`src/rtl/error_report_sequencer_if.sv`:
```
// Converter and transmitter handshake signals of the error report sequencer.
// The master side is the sequencer, and the slave side is the converter/transmitter.
interface error_report_sequencer_if;
    logic        conv_start;
    logic [31:0] conv_value;
    logic [7:0]  conv_char;
    logic        conv_valid;
    logic [7:0]  tx_data;
    logic        tx_valid;
    logic        tx_ready;

    modport master (
        output conv_start, conv_value, tx_data, tx_valid,
        input  conv_char, conv_valid, tx_ready
    );

    modport slave (
        input  conv_start, conv_value, tx_data, tx_valid,
        output conv_char, conv_valid, tx_ready
    );
endinterface

```
`src/rtl/error_report_sequencer.sv`:
```
// Error report sequencer. On a trigger it latches error_rate and runs one
// decimal conversion. It then frames the digits as "ERR <digits>\r\n",
// suppressing leading zeros, and streams the line over a valid/ready byte port.
module error_report_sequencer #(
    parameter int unsigned NUM_DIGITS     = 10,
    parameter int unsigned PERIOD_CYCLES  = 50000000,
    parameter int unsigned TIMEOUT_CYCLES = 256
) (
    input  logic                           CLK,
    input  logic                           RST,
    input  logic                           enable,
    input  logic                           trig,
    input  logic [31:0]                    error_rate,
    error_report_sequencer_if.master       bus,
    output logic                           busy,
    output logic [7:0]                     drop_cnt,
    output logic                           timeout_flag
);

    localparam int IDX_W = $clog2(NUM_DIGITS + 1);
    localparam int TMO_W = $clog2(TIMEOUT_CYCLES + 1);

    localparam logic [2:0] S_IDLE    = 3'd0;
    localparam logic [2:0] S_START   = 3'd1;
    localparam logic [2:0] S_COLLECT = 3'd2;
    localparam logic [2:0] S_PREFIX  = 3'd3;
    localparam logic [2:0] S_DIGITS  = 3'd4;
    localparam logic [2:0] S_CRLF    = 3'd5;

    logic [2:0]              state;
    logic [31:0]             tmr_cnt;
    logic                    timer_hit;
    logic                    evt;
    logic [IDX_W-1:0]        idx;
    logic [IDX_W-1:0]        dptr;
    logic [TMO_W-1:0]        tmo_cnt;
    logic [8*NUM_DIGITS-1:0] dig_buf;
    logic [1:0]              bpos;
    logic                    tmo_line;
    logic [31:0]             conv_value_r;
    logic [7:0]              tx_data_r;
    logic                    tx_valid_r;
    logic                    slot_free;

    // Saturating increment for the drop counter
    function automatic logic [7:0] sat_inc(input logic [7:0] v);
        return (v == 8'hFF) ? v : v + 8'd1;
    endfunction

    // Index of the first digit to send: the first nonzero digit, but never past the last digit
    function automatic logic [IDX_W-1:0] first_digit(input logic [8*NUM_DIGITS-1:0] b,
                                                     input logic tl);
        logic [IDX_W-1:0] p;
        p = IDX_W'(NUM_DIGITS - 1);
        if (!tl) begin
            for (int i = int'(NUM_DIGITS) - 2; i >= 0; i--) begin
                if (b[8*i +: 8] != 8'h30) p = IDX_W'(i);
            end
        end
        return p;
    endfunction

    function automatic logic [7:0] digit_at(input logic [8*NUM_DIGITS-1:0] b,
                                            input logic [IDX_W-1:0] p);
        logic [7:0] c;
        c = 8'h30;
        for (int i = 0; i < int'(NUM_DIGITS); i++) begin
            if (p == IDX_W'(i)) c = b[8*i +: 8];
        end
        return c;
    endfunction

    function automatic logic [7:0] prefix_char(input logic [1:0] p);
        case (p)
            2'd0:    return 8'h45;
            2'd1:    return 8'h52;
            2'd2:    return 8'h52;
            default: return 8'h20;
        endcase
    endfunction

    assign timer_hit = (PERIOD_CYCLES != 0) && enable && (tmr_cnt == 32'(PERIOD_CYCLES - 1));
    assign evt       = (trig | timer_hit) & enable;
    assign slot_free = !tx_valid_r || bus.tx_ready;

    assign bus.conv_start = (state == S_START);
    assign bus.conv_value = conv_value_r;
    assign bus.tx_data    = tx_data_r;
    assign bus.tx_valid   = tx_valid_r;

    // Periodic trigger timer: runs only while enabled and rests at zero otherwise
    always_ff @(posedge CLK) begin
        if (!RST || !enable || PERIOD_CYCLES == 0 || timer_hit) tmr_cnt <= 32'd0;
        else                                                      tmr_cnt <= tmr_cnt + 32'd1;
    end

    // Count triggers that arrive while a line is still in progress
    always_ff @(posedge CLK) begin
        if (!RST)             drop_cnt <= 8'd0;
        else if (evt && busy) drop_cnt <= sat_inc(drop_cnt);
    end

    // Report sequencer: latch, convert, collect digits, then stream the framed line
    always_ff @(posedge CLK) begin
        if (!RST) begin
            state        <= S_IDLE;
            busy         <= 1'b0;
            timeout_flag <= 1'b0;
            conv_value_r <= 32'd0;
            tx_data_r    <= 8'd0;
            tx_valid_r   <= 1'b0;
            idx          <= '0;
            dptr         <= '0;
            tmo_cnt      <= '0;
            dig_buf      <= '0;
            bpos         <= 2'd0;
            tmo_line     <= 1'b0;
        end else begin
            case (state)
                S_IDLE: begin
                    if (evt) begin
                        conv_value_r <= error_rate;
                        busy         <= 1'b1;
                        state        <= S_START;
                    end
                end
                S_START: begin
                    idx      <= '0;
                    tmo_cnt  <= '0;
                    tmo_line <= 1'b0;
                    state    <= S_COLLECT;
                end
                S_COLLECT: begin
                    tmo_cnt <= tmo_cnt + 1'b1;
                    if (bus.conv_valid) begin
                        for (int i = 0; i < int'(NUM_DIGITS); i++) begin
                            if (idx == IDX_W'(i)) dig_buf[8*i +: 8] <= bus.conv_char;
                        end
                        idx <= idx + 1'b1;
                    end
                    if (bus.conv_valid && idx == IDX_W'(NUM_DIGITS - 1)) begin
                        bpos  <= 2'd0;
                        state <= S_PREFIX;
                    end else if (tmo_cnt == TMO_W'(TIMEOUT_CYCLES - 1)) begin
                        // The converter stalled, so the line reports a lone '?'
                        timeout_flag                        <= 1'b1;
                        tmo_line                            <= 1'b1;
                        dig_buf[8*(NUM_DIGITS-1) +: 8]      <= 8'h3F;
                        bpos                                <= 2'd0;
                        state                               <= S_PREFIX;
                    end
                end
                S_PREFIX: begin
                    if (slot_free) begin
                        tx_valid_r <= 1'b1;
                        tx_data_r  <= prefix_char(bpos);
                        if (bpos == 2'd3) begin
                            dptr  <= first_digit(dig_buf, tmo_line);
                            state <= S_DIGITS;
                        end else begin
                            bpos <= bpos + 2'd1;
                        end
                    end
                end
                S_DIGITS: begin
                    if (slot_free) begin
                        tx_valid_r <= 1'b1;
                        tx_data_r  <= digit_at(dig_buf, dptr);
                        if (dptr == IDX_W'(NUM_DIGITS - 1)) begin
                            bpos  <= 2'd0;
                            state <= S_CRLF;
                        end else begin
                            dptr <= dptr + 1'b1;
                        end
                    end
                end
                S_CRLF: begin
                    if (slot_free) begin
                        case (bpos)
                            2'd0: begin
                                tx_valid_r <= 1'b1;
                                tx_data_r  <= 8'h0D;
                                bpos       <= 2'd1;
                            end
                            2'd1: begin
                                tx_valid_r <= 1'b1;
                                tx_data_r  <= 8'h0A;
                                bpos       <= 2'd2;
                            end
                            default: begin
                                tx_valid_r <= 1'b0;
                                busy       <= 1'b0;
                                state      <= S_IDLE;
                            end
                        endcase
                    end
                end
                default: state <= S_IDLE;
            endcase
        end
    end

endmodule
```
`src/flat_wrapper.sv`:
```
// flat-port wrapper written by rule: the top's interface ports become plain ports
module error_report_sequencer_flat 
#(
    parameter int unsigned NUM_DIGITS     = 10,
    parameter int unsigned PERIOD_CYCLES  = 50000000,
    parameter int unsigned TIMEOUT_CYCLES = 256
)
  (CLK, RST, enable, trig, error_rate, busy, drop_cnt, timeout_flag, bus_conv_start, bus_conv_value, bus_tx_data, bus_tx_valid, bus_conv_char, bus_conv_valid, bus_tx_ready);
  error_report_sequencer_if bus_i ();
  input  logic CLK;
  input  logic RST;
  input  logic enable;
  input  logic trig;
  input  logic [31:0] error_rate;
  output logic busy;
  output logic [7:0] drop_cnt;
  output logic timeout_flag;
  output wire logic [$bits(bus_i.conv_start)-1:0] bus_conv_start;
  output wire logic [$bits(bus_i.conv_value)-1:0] bus_conv_value;
  output wire logic [$bits(bus_i.tx_data)-1:0] bus_tx_data;
  output wire logic [$bits(bus_i.tx_valid)-1:0] bus_tx_valid;
  input wire logic [$bits(bus_i.conv_char)-1:0] bus_conv_char;
  input wire logic [$bits(bus_i.conv_valid)-1:0] bus_conv_valid;
  input wire logic [$bits(bus_i.tx_ready)-1:0] bus_tx_ready;
  assign bus_conv_start = bus_i.conv_start;
  assign bus_conv_value = bus_i.conv_value;
  assign bus_tx_data = bus_i.tx_data;
  assign bus_tx_valid = bus_i.tx_valid;
  assign bus_i.conv_char = bus_conv_char;
  assign bus_i.conv_valid = bus_conv_valid;
  assign bus_i.tx_ready = bus_tx_ready;
  error_report_sequencer #(.NUM_DIGITS(NUM_DIGITS), .PERIOD_CYCLES(PERIOD_CYCLES), .TIMEOUT_CYCLES(TIMEOUT_CYCLES)) u_core (.CLK(CLK), .RST(RST), .enable(enable), .trig(trig), .error_rate(error_rate), .bus(bus_i), .busy(busy), .drop_cnt(drop_cnt), .timeout_flag(timeout_flag));
endmodule
```
`config.mk`:
```
export PLATFORM = sky130hd
export DESIGN_NAME = error_report_sequencer_flat
export DESIGN_NICKNAME = d
export VERILOG_FILES = /design/src/rtl/error_report_sequencer_if.sv /design/src/rtl/error_report_sequencer.sv /design/src/flat_wrapper.sv
export SDC_FILE = /design/constraint.sdc
export NUM_CORES = 1
export LEC_CHECK = 0
export ABC_AREA = 0
export CAP_MARGIN = 20
export CORE_UTILIZATION = 45
export DETAILED_ROUTE_END_ITERATION = 7
export PLACE_DENSITY_LB_ADDON = 0.08
export SLEW_MARGIN = 10
export SYNTH_ARGS = -nofsm -noshare
export SYNTH_HDL_FRONTEND = slang
export SYNTH_SLANG_ARGS = --single-unit
```
`constraint.sdc`:
```
create_clock -name CLK -period 2.7 [get_ports CLK]
set_clock_uncertainty 0.05 [all_clocks]
set_input_delay 0.54 -clock CLK [delete_from_list [all_inputs] [get_ports CLK]]
set_output_delay 0.54 -clock CLK [all_outputs]
set_load 0.005 [all_outputs]
```
==> metrics.md <==
| Metric | Value |
|---|---|
| Status | finished, final reports clean |
| Synth Cell Area | 9270 sq um |
| Die Height | 146 microns |
| Post-synth EDFFs | 0 |
| Pwr per Cell Area | 650 nW/um^2 |
| H-tree depth | 4 |
| Final GP Congestion | 0.903 |
| Post-route minimum period | around 2.4 ns |
| Drt pass-1 iters | 5 |
| Largest net degree at the start of global routing | 42 |
| Worst Hold Class | reg -> reg |
| Leak Pwr | ~3.8 nW |
| Mapped Avg Cell Area | 8.65 sq um |
| Maximum VDD drop | roughly 360 uV |
| Total Wirelength | 25,600 microns |
| Fill cells | 1,947 |
| CTS buffer count | 17 |
| Initial antenna violation count | 0 |
| Tot GR Track Use | 24.7% |
| Reg area | 3720 sq um |
| CTS tree | done |
| Clk buf depth | 2 |
| Ys flop type | dfxtp_1 |
| Synth area leaders | dfxtp_1 (40%), mux2i_1 (8.5%), nor2_1 (6.2%) |
| Finished Layout Cells | 1,426 |
| FMAX | 0.410 GHz |
| Post-DR vias/cell | around 5.7 |
| # setup viols final | 0 |
| Layout area overhead | 21.4% |
| Final period util | 90.3% |
| Worst Setup Slack, final | 0.262 ns |
| Die extent in x | 146 microns |
| Num Clock Sinks | ~190 |
| Max_slew headroom | approximately half |
| CP Data Arrival Time | 1.85 ns |
| Via Count | 8,199 |
| Final core occ | between 50 and 60% |
| Maxcap violations | 0 |
| First-pass GRT wire length | roughly 42,000 microns |
| Critical Path End Type | output port |
| DRT iter0 DRCs | 650 |
| CP Launch Type | flop |
| Mapped Cells | about 1,100 |
| Clock Latency Late Sink | 0.44 ns |
| Placed instance area | about 11,000 sq um |
| Post-synth ARST share | 0% |
| Pins Over Slew Limit | 0 |
| Root Driver | clkbuf_16 |
| Number of global-route vias before repair | 7,605 |
| Count leader, synth | dfxtp_1 |
| Num rows | 52 |
| Port bufs | 97 |
| Hpwl dp | around 18,000 microns |
| Core Region | 20,200 sq um |
| Warnings, synthesis | 0 |
| Drt drc | 0 |
| Design Power | 7.32 mW |
| RSZ-0062 raised after global routing | no |
| Worst EP required | ~2.1 ns |
| Layout cells sized above 1 | 7.87% |
| Largest fanout on the critical path | 9 |
| Syn Nets | 1,132 |
| Grt ovf | 0 |
| Setup TNS | 0 ns |
| Fin Hold WS | 0.420 ns |
| DR WL/cell | 18.0 microns |
| Share of the synthesized area in the top cell type | 40.2% |
| Actual slew at the worst max-slew pin | 0.773 ns |
| Reg2reg path depth | 7 |
| Initial core utilization | 45.8% |
| # hold bufs at CTS | 0 |
| I/O Pins | 98 |
| Kind of critical path | reg -> out |
| Fin area | 11,300 sq um |
| Placed Instances | 1,394 |
| Seq/Total Area, Yosys | 40.2% |
| Count of cell types in the netlist | 75 |
| Final hold violations | 0 |
| Nets | between 1,000 and 1,500 |
| Worst hold stages | 2 |
| DRT antenna net count | 0 |
| DIE AREA | 21,200 sq um |
| Place WS | 0.166 ns |
| Ant diodes | 0 |
| Commonest cells post-synth | dfxtp_1 (186), nor2_1 (153), a21oi_1 (83) |
| #FFs+latches synth | between 150 and 200 |
| Multi-input combinational cell area | about 5200 sq um |
| Post-synth top area cell | dfxtp_1 |
| Clock transition at path regs | 0.06 ns |
==> worst max-delay path, stage by stage (launching register included) <==
cell,delay (ns)
dfxtp_1,0.40
buf_4,0.20
nor2b_1,0.15
nand2b_1,0.12
inv_2,0.07
clkdlybuf4s50_1,0.49
==> registers in the layout (all words and copies together), names as in the netlist, 3 cells and up <==
signal	count
u_core.bus.conv_value	32
u_core.bus.tx_data	8
u_core.dig_buf	80
u_core.dptr	4
u_core.drop_cnt	8
u_core.idx	4
u_core.state	3
u_core.tmo_cnt	9
u_core.tmr_cnt	32
==> layer usage <==
| layer | vias to the layer above | GRT usage, % | share of wire (%) |
|---|---|---|---|
| met5 | - | 0 | 0 |
| met4 | 0 | 7.32 | 1.9 |
| met3 | 31 | 4.89 | 5.6 |
| met2 | 219 | 36.8 | 44 |
| met1 | 3904 | 35.8 | 49 |
| li1 | 4045 | - | - |
==> area by class of cell <==
| cell class | instances | area share, % |
|---|---|---|
| inverter | 21 | 0.722 |
| sequential | 186 | 33.1 |
| clock buffer | 18 | 3.90 |
| clock inverter | 14 | 1.83 |
| tap | 270 | 3.00 |
| multi-input combinational | 783 | 45.9 |
| timing repair buffer | 134 | 11.5 |
==> power by group <==
group,switching (mW),total [mW],internal [mW]
clock,1.15,2.75,1.60
combinational,0.933,1.56,0.628
sequential,0.132,3.00,2.87
==> timing repair <==
action	4_1_cts	5_1_grt
buffers inserted	0	0
gates resized for setup	0	1
endpoints found under the setup margin	0	1
==> placed cells by master (no fill, tap or decap), types with 9 or more instances in the layout <==
cell type and n:
clkdlybuf4s50_1 97, a21oi_1 83, o21ai_1 16, dfxtp_1 185, nor2b_1 17, inv_1 19
nand2b_1 17, o21ai_0 13, nand2_1 52, xor2_1 23, mux2i_1 79, nor2_1 153
nor4_1 15, nand3_1 34, ha_1 15, nand4_1 49, and3_1 9, buf_4 33
o221a_1 11, o31ai_1 34, clkbuf_16 17
==> cells by family (layout without fill, tap and decap cells) <==
group                      after synthesis  count (layout)  share of synthesized area [%]
muxes                                   80              80                           8.65
AOI/OAI and AO/OA                      224             224                           16.0
and+or+nand+nor                        434             434                           25.9
buffers and inverters                  102             187                           4.35
xor gates and xnor gates                30              30                           2.83
adders and majority gates               15              15                           2.02
DFF                                    186             186                           40.2
==> path summary, 6_finish.rpt <==
kind	start	end	slack, ns
max	u_core.state[2]	bus_conv_start	0.26
min	u_core.bus.conv_value[4]	u_core.bus.conv_value[4]	0.42
max reg2reg	u_core.bpos[0]	u_core.bus.tx_data[4]	0.27
min reg2reg	u_core.bus.conv_value[4]	u_core.bus.conv_value[4]	0.42
(Power assumes the default switching activity.)
